<file path="src/rtl/hack_rom_loader.sv">
// Serial Hack program loader: parses SYNC/LEN/data/CHK frames from the UART,
// writes big-endian words into instruction ROM and gates the CPU reset.
module hack_rom_loader #(
  parameter int          ADDR_W         = 15,
  parameter logic [7:0]  SYNC_BYTE      = 8'hA5,
  parameter int          TIMEOUT_CYCLES = 1000000,
  parameter bit          BOOT_HOLD      = 1'b0
) (
  input  logic              i_clk,
  input  logic              i_reset,
  input  logic [7:0]        i_rx_data,
  input  logic              i_rx_valid,
  output logic              o_rom_we,
  output logic [ADDR_W-1:0] o_rom_addr,
  output logic [15:0]       o_rom_data,
  output logic              o_cpu_reset,
  output logic              o_busy,
  output logic              o_done,
  output logic              o_err
);

  localparam int          TW  = $clog2(TIMEOUT_CYCLES + 1);
  localparam logic [31:0] CAP = 32'd1 << ADDR_W;

  typedef enum logic [2:0] {IDLE, LEN_HI, LEN_LO, DATA_HI, DATA_LO, CHECK} state_t;

  state_t            state_q, state_d;
  logic [15:0]       len_q, len_d, len_new;
  logic [7:0]        hi_q, hi_d;
  logic [7:0]        sum_q, sum_d;
  logic [ADDR_W-1:0] idx_q, idx_d;
  logic              we_q, we_d;
  logic [ADDR_W-1:0] addr_q, addr_d;
  logic [15:0]       data_q, data_d;
  logic              cpu_rst_q, cpu_rst_d;
  logic              busy_q, busy_d;
  logic              done_q, done_d;
  logic              err_q, err_d;
  logic [TW-1:0]     tmo_q, tmo_d;
  logic              timeout, fail, last_word;

  always_ff @(posedge i_clk or posedge i_reset) begin
    if (i_reset) begin
      state_q   <= IDLE;
      len_q     <= '0;
      hi_q      <= '0;
      sum_q     <= '0;
      idx_q     <= '0;
      we_q      <= 1'b0;
      addr_q    <= '0;
      data_q    <= '0;
      cpu_rst_q <= BOOT_HOLD;
      busy_q    <= 1'b0;
      done_q    <= 1'b0;
      err_q     <= 1'b0;
      tmo_q     <= '0;
    end else begin
      state_q   <= state_d;
      len_q     <= len_d;
      hi_q      <= hi_d;
      sum_q     <= sum_d;
      idx_q     <= idx_d;
      we_q      <= we_d;
      addr_q    <= addr_d;
      data_q    <= data_d;
      cpu_rst_q <= cpu_rst_d;
      busy_q    <= busy_d;
      done_q    <= done_d;
      err_q     <= err_d;
      tmo_q     <= tmo_d;
    end
  end

  always_comb begin
    state_d   = state_q;
    len_d     = len_q;
    hi_d      = hi_q;
    sum_d     = sum_q;
    idx_d     = idx_q;
    we_d      = 1'b0;
    addr_d    = addr_q;
    data_d    = data_q;
    cpu_rst_d = cpu_rst_q;
    busy_d    = busy_q;
    done_d    = 1'b0;
    err_d     = err_q;
    fail      = 1'b0;
    len_new   = {len_q[15:8], i_rx_data};
    last_word = (32'(idx_q) + 32'd1) == 32'(len_q);

    // Idle-gap counter: only runs inside a frame, restarts on every byte.
    if (state_q == IDLE || i_rx_valid) tmo_d = '0;
    else                               tmo_d = tmo_q + TW'(1);
    timeout = (state_q != IDLE) && !i_rx_valid && (tmo_q == TW'(TIMEOUT_CYCLES - 1));

    if (timeout) begin
      fail = 1'b1;
    end else if (i_rx_valid) begin
      case (state_q)
        IDLE: begin
          if (i_rx_data == SYNC_BYTE) begin
            state_d   = LEN_HI;
            busy_d    = 1'b1;
            cpu_rst_d = 1'b1;
            err_d     = 1'b0;
            sum_d     = '0;
            idx_d     = '0;
          end
        end
        LEN_HI: begin
          len_d   = {i_rx_data, 8'h00};
          state_d = LEN_LO;
        end
        LEN_LO: begin
          len_d = len_new;
          if (len_new == 16'd0 || 32'(len_new) > CAP) fail = 1'b1;
          else                                         state_d = DATA_HI;
        end
        DATA_HI: begin
          hi_d    = i_rx_data;
          sum_d   = sum_q + i_rx_data;
          state_d = DATA_LO;
        end
        DATA_LO: begin
          sum_d   = sum_q + i_rx_data;
          we_d    = 1'b1;
          addr_d  = idx_q;
          data_d  = {hi_q, i_rx_data};
          idx_d   = idx_q + ADDR_W'(1);
          state_d = last_word ? CHECK : DATA_HI;
        end
        CHECK: begin
          if (i_rx_data == sum_q) begin
            done_d    = 1'b1;
            busy_d    = 1'b0;
            cpu_rst_d = 1'b0;
            state_d   = IDLE;
          end else begin
            fail = 1'b1;
          end
        end
        default: state_d = IDLE;
      endcase
    end

    if (fail) begin
      err_d   = 1'b1;
      busy_d  = 1'b0;
      state_d = IDLE;
    end
  end

  assign o_rom_we    = we_q;
  assign o_rom_addr  = addr_q;
  assign o_rom_data  = data_q;
  assign o_cpu_reset = cpu_rst_q;
  assign o_busy      = busy_q;
  assign o_done      = done_q;
  assign o_err       = err_q;

endmodule

</file>
<file path="config.mk">
export PLATFORM = sky130hd
export DESIGN_NAME = hack_rom_loader
export DESIGN_NICKNAME = d
export VERILOG_FILES = /design/src/rtl/hack_rom_loader.sv
export SDC_FILE = /design/constraint.sdc
export NUM_CORES = 1
export LEC_CHECK = 0
export ABC_CLOCK_PERIOD_IN_PS = 4600
export CORE_MARGIN = 10
export CORE_UTILIZATION = 58
export DETAILED_ROUTE_END_ITERATION = 8
export GPL_TIMING_DRIVEN = 0
export PLACE_DENSITY_LB_ADDON = 0.1
export SLEW_MARGIN = 20
export SYNTH_ARGS = -nofsm -noshare
export SYNTH_HDL_FRONTEND = slang
export SYNTH_SLANG_ARGS = --single-unit
</file>
<file path="constraint.sdc">
create_clock -name i_clk -period 4.6 [get_ports i_clk]
set_input_delay 0.69 -clock i_clk [delete_from_list [all_inputs] [get_ports i_clk]]
set_output_delay 0.69 -clock i_clk [all_outputs]
set_load 0.02 [all_outputs]
</file>
After elaboration in Yosys (flattened, before gate mapping)
Index checks and enable logic that the tools add are counted.

word-level totals
  register bits after elaboration = 106
  output and inout bits = 36
  logic and storage cells = 100

operators by class
  add/sub/neg operators = 4
  $lt $le $gt $ge = 1
  equality and inequality tests = 15
  multiplexer cells = 37
  bitwise operators = 2
  reduce and logical (&&, ||, !) cells = 27

operators by type and width
  operator                                                          count
  16-bit case mux with 2 select lines                               1
  15-bit case mux with 2 select lines                               1
  1-bit two-way mux                                                 21
  3-bit two-way mux                                                 7
  20-bit by 1-bit adder with 20-bit output (second input constant)  1
  20-bit == test (second input constant)                            1
  20-bit two-way mux                                                1
  3-bit case mux with 6 select lines                                1
  15-bit by 1-bit adder with 16-bit output (second input constant)  1
  16-bit == test                                                    1
  16-bit greater-than comparator (second input constant)            1
  16-bit logical NOT                                                1
  8-bit case mux with 2 select lines                                1
  4-bit AND reduction                                               4
  15-bit by 1-bit adder with 15-bit output (second input constant)  1
  15-bit two-way mux                                                1
  5-bit AND reduction                                               3
  2-bit nonzero test                                                7
  3-bit AND reduction                                               3
  8-bit adder                                                       1
  8-bit == test                                                     1
  8-bit == test (second input constant)                             1
  8-bit two-way mux                                                 1
  3-bit by 2-bit == test with 1-bit output (second input constant)  2
  14 further kinds                                                  22

Depth between registers and ports, before layout
  word-level depth = 8
  gate-level depth with buffers = 10
  depth with buffers taken out = 10

Worst setup path after synthesis
No wires, ideal clock.

  path type = register to register
  start point = register idx_q[0]
  end point = register state_q[1]
  arrival = 2.096 ns
  data required time = 4.462 ns
  setup slack = 2.365 ns
  cell stages (with the launch flop) = 10
  cell sequence = dfrtp_1 > ha_1 > clkbuf_1 > nand3_4 > nor4_1 > xor2_1 > o22ai_1 > a32oi_1 > nor4_2 > o22ai_1

on the way
  longest elaborated chain between the ends = 7

ends and longest elaborated chain
  element                                   line  RTL
  start: declaration                        31    logic [ADDR_W-1:0] idx_q, idx_d;
  start signal: assignment                  62    idx_q <= idx_d;
  15-bit by 1-bit adder with 16-bit output  89    last_word = (32'(idx_q) + 32'd1) == 32'(len_q);
  16-bit == test                            89
  3-bit two-way mux                         130   state_d = last_word ? CHECK : DATA_HI;
  3-bit case mux with 6 select lines        99    case (state_q)
  3-bit two-way mux                         98    end else if (i_rx_valid) begin
  3-bit two-way mux                         96    if (timeout) begin
  3-bit two-way mux                         146   if (fail) begin
  end signal: assignment                    58    state_q <= state_d;
  end: declaration                          27    state_t state_q, state_d;

Every way passes these cells. The select of a mux whose other input is x is not followed.
A chain may end at the register's enable or synchronous reset.

Worst setup path after layout
  start point = input i_rx_data[4]
  end point = register sum_q[1]

on the way
  longest elaborated chain between the ends = 3

ends and longest elaborated chain
  element                                                     line  RTL
  start: declaration                                          11    input logic [7:0] i_rx_data,
  8-bit == test                                               101   if (i_rx_data == SYNC_BYTE) begin
  2-bit by 1-bit inequality test with 1-bit output (no line)  -
  4-bit AND reduction (no line)                               -
  end signal: assignment                                      61    sum_q <= sum_d;
  end: declaration                                            30    logic [7:0] sum_q, sum_d;

Every way passes these cells.

==> flow_summary.json <==
{
  "max-clock-path-buffers": 2,
  "hold_buffers": 0,
  "place_congestion": 0.879,
  "cap_violations": 0,
  "r2r_start": "idx_q[0]",
  "core-area_sq_um": 8850,
  "yosys_warnings": 0,
  "cp.required_ns": 4.86,
  "initial_utilization_pct": 60.4,
  "num_rows": 34,
  "yosysSeqAreaShare_pct": 49.6,
  "post-route-util_pct": 70.1,
  "grt_antenna_before_repair": 0,
  "num_antenna_cells": 0,
  "tightest_slew_ns": 0.940,
  "synthDominantCellAreaShare_pct": 49.6,
  "cts_resized": 0,
  "synthArstFlopShare_pct": 100,
  "hold_violations": 0,
  "fp.dieH_um": 116,
  "grt_pass1_wl_um": 21700,
  "clkSinkCount": 106,
  "synth.distinct_cells": 55,
  "grt_overflow": 0,
  "die_w_um": 116,
  "wl_per_cell_um": 17.3,
  "slew_viol_final": 0,
  "post_cts_buffers": 0,
  "dpl.hpwl_um": 9170,
  "clkTransAtPathRegs_ns": 0.10,
  "max-vdd-ir-drop_mv": 0.318,
  "crit_path_start": "i_rx_data[4]",
  "reg2reg_to": "state_q[1]",
  "min_period_ns": 2.95,
  "port_buffers": 45,
  "reg2reg_slack_ns": 1.83,
  "power_density_nw_per_um2": 507,
  "rsz0062_at_grt": "no",
  "fin_skew_ns": 0.00918,
  "vias": 4370,
  "cts_tree": "done",
  "synth.cell_area_sq_um": 5350,
  "hold_class": "flop to flop",
  "p_leak_nw": 2.78,
  "max_freq_mhz": 339,
  "drc_errors": 0,
  "path_max_fanout": 10,
  "critical_path_class": "input pin to flop",
  "wl_um": 13000,
  "startpoint_type": "input pin",
  "min_period_over_period_pct": 64.1,
  "dp_slack_ns": 1.31,
  "synth_edf_count": 0,
  "status": "finished, final reports clean",
  "drt_iter0_drc": 334,
  "critPathCaptureType": "flop",
  "pin_count": 47,
  "die-area_sq_um": 13500,
  "cts_buffers": 9,
  "final_nets": 663,
  "reg2reg_depth": 9,
  "slew_headroom_pct": 37.2,
  "final_area_sq_um": 6200,
  "ant_nets": 0,
  "syn_avg_cell_area_sq_um": 9.14,
  "synth_area_leaders": "dfrtp_1, nand2_1, xor2_1, xnor2_1, nor2_1",
  "syn_nets": 606,
  "setup_viol": 0,
  "dpl_cell_area_sq_um": 5960,
  "cts_root_buf": "clkbuf_8",
  "cp.arrival_ns": 3.21,
  "grt.total_usage_pct": 20.1,
  "synth_seq_cells": 106,
  "avgViaCountPerCell": 5.80,
  "firstDrtPassIters": 5,
  "drive_gt1_share_pct": 7.43,
  "grt_start_max_net_pins": 82,
  "ys.flop_type": "dfrtp_1",
  "synthCells": 585,
  "grt_pass1_vias": 4326,
  "clk_latency_ns": 0.38,
  "fin_ws_ns": 1.65,
  "htree_levels": 3,
  "crit_end": "sum_q[1]",
  "synth_area_leader_cell": "dfrtp_1",
  "syn_to_final_growth_pct": 16.0
}
## registers in the layout (all words and copies together) (netlist names)
signal and count:
tmo_q 20, len_q 16, o_rom_data 16, idx_q 15, o_rom_addr 15, hi_q 8, sum_q 8, state_q 3
o_busy 1, o_cpu_reset 1, o_done 1, o_err 1, o_rom_we 1
## how the worst min path moves through the flow
stage | start | endpoint | cells past startpoint
2_1_floorplan | hi_q[2] | o_rom_data[10] | 2
3_3_place_gp | hi_q[4] | o_rom_data[12] | 2
3_5_place_dp | hi_q[5] | o_rom_data[13] | 2
4_1_cts | hi_q[4] | o_rom_data[12] | 2
5_1_grt | hi_q[5] | o_rom_data[13] | 2
6_report | hi_q[3] | o_rom_data[11] | 2
## layout by cell type (no fill, tap or decap), drive strengths merged, types with 3 or more instances in the layout
cell type      instances
clkdlybuf4s50         45
a21oi                 22
nand3                 18
o21ai                 41
mux2                  15
nand4                  7
o31ai                  3
nor2                  43
nor4b                  3
dfrtp                106
and3                   5
xnor2                 19
a21o                   4
nor2b                 11
o41ai                  3
clkbuf                32
nand2                143
nand2b                 4
nor4                  11
inv                   13
o22ai                  8
nor3                  12
xor2                  25
buf                    9
nor3b                  4
mux2i                  3
bufinv                 3
ha                     9
## kinds of logic (layout without fill, tap and decap cells)
logic type,after synthesis,in the layout,synth area share [%]
buffers and inverters,42,103,3.16
multiplexers,18,18,3.79
AND/OR/NAND/NOR,270,270,23.2
adder cells (fa/ha/maj),10,10,2.48
XOR/XNOR,44,44,7.21
flip-flops,106,106,49.6
AO/OA/AOI/OAI,95,95,10.6
## report_power, final
part	switching (mW)	internal [mW]
Sequential	0.193	1.16
Clock	0.328	0.362
Combinational	0.599	0.500
Total	1.12	2.02
## critical path: stages
cell,delay (ns)
clkdlybuf4s50_1,0.64
nor4_1,0.58
nand2_1,0.16
nor3_1,0.28
clkbuf_1,0.50
inv_2,0.12
a21oi_1,0.17
a21oi_1,0.06
## cell usage after synthesis (all sizes together), types with 11 or more instances
cell,instances
xnor2,19
nor2b,11
o21ai,41
nor2,43
dfrtp,106
nor4,11
xor2,25
nor3,12
mux2,15
nand3,18
nand2,143
inv,11
a21oi,22
clkbuf,23
## through the flow
step | std cells | setup TNS, ns | power [mW] | hold WS, ns
2_1_floorplan | 585 | 0 | 2.10 | 0.433
3_3_place_gp | 738 | -34.15 | 2.40 | 0.446
3_5_place_dp | 739 | 0 | 2.46 | 0.449
4_1_cts | 754 | 0 | 3.15 | 0.480
5_1_grt | 754 | 0 | 3.35 | 0.504
6_report | 754 | 0 | 3.14 | 0.474
## layer usage
metal / wire (um) / vias to the layer above / track usage (%)
met3: 743 / 31 / 4.29
met1: 5710 / 2113 / 26.1
met5: 0 / - / 0
met4: 350 / 0 / 7.67
li1: - / 2103 / -
met2: 6220 / 123 / 32.4
## layout make-up
type | instances | area (sq um)
Sequential cell | 106 | 2650
Fill cell | 721 | 2650
Multi-Input combinational cell | 437 | 2520
Timing Repair Buffer | 46 | 478
Tap cell | 108 | 135
Buffer | 31 | 128
Clock buffer | 9 | 124
Clock inverter | 6 | 113
Inverter | 11 | 46.3
Power figures use the tool's default switching activity.
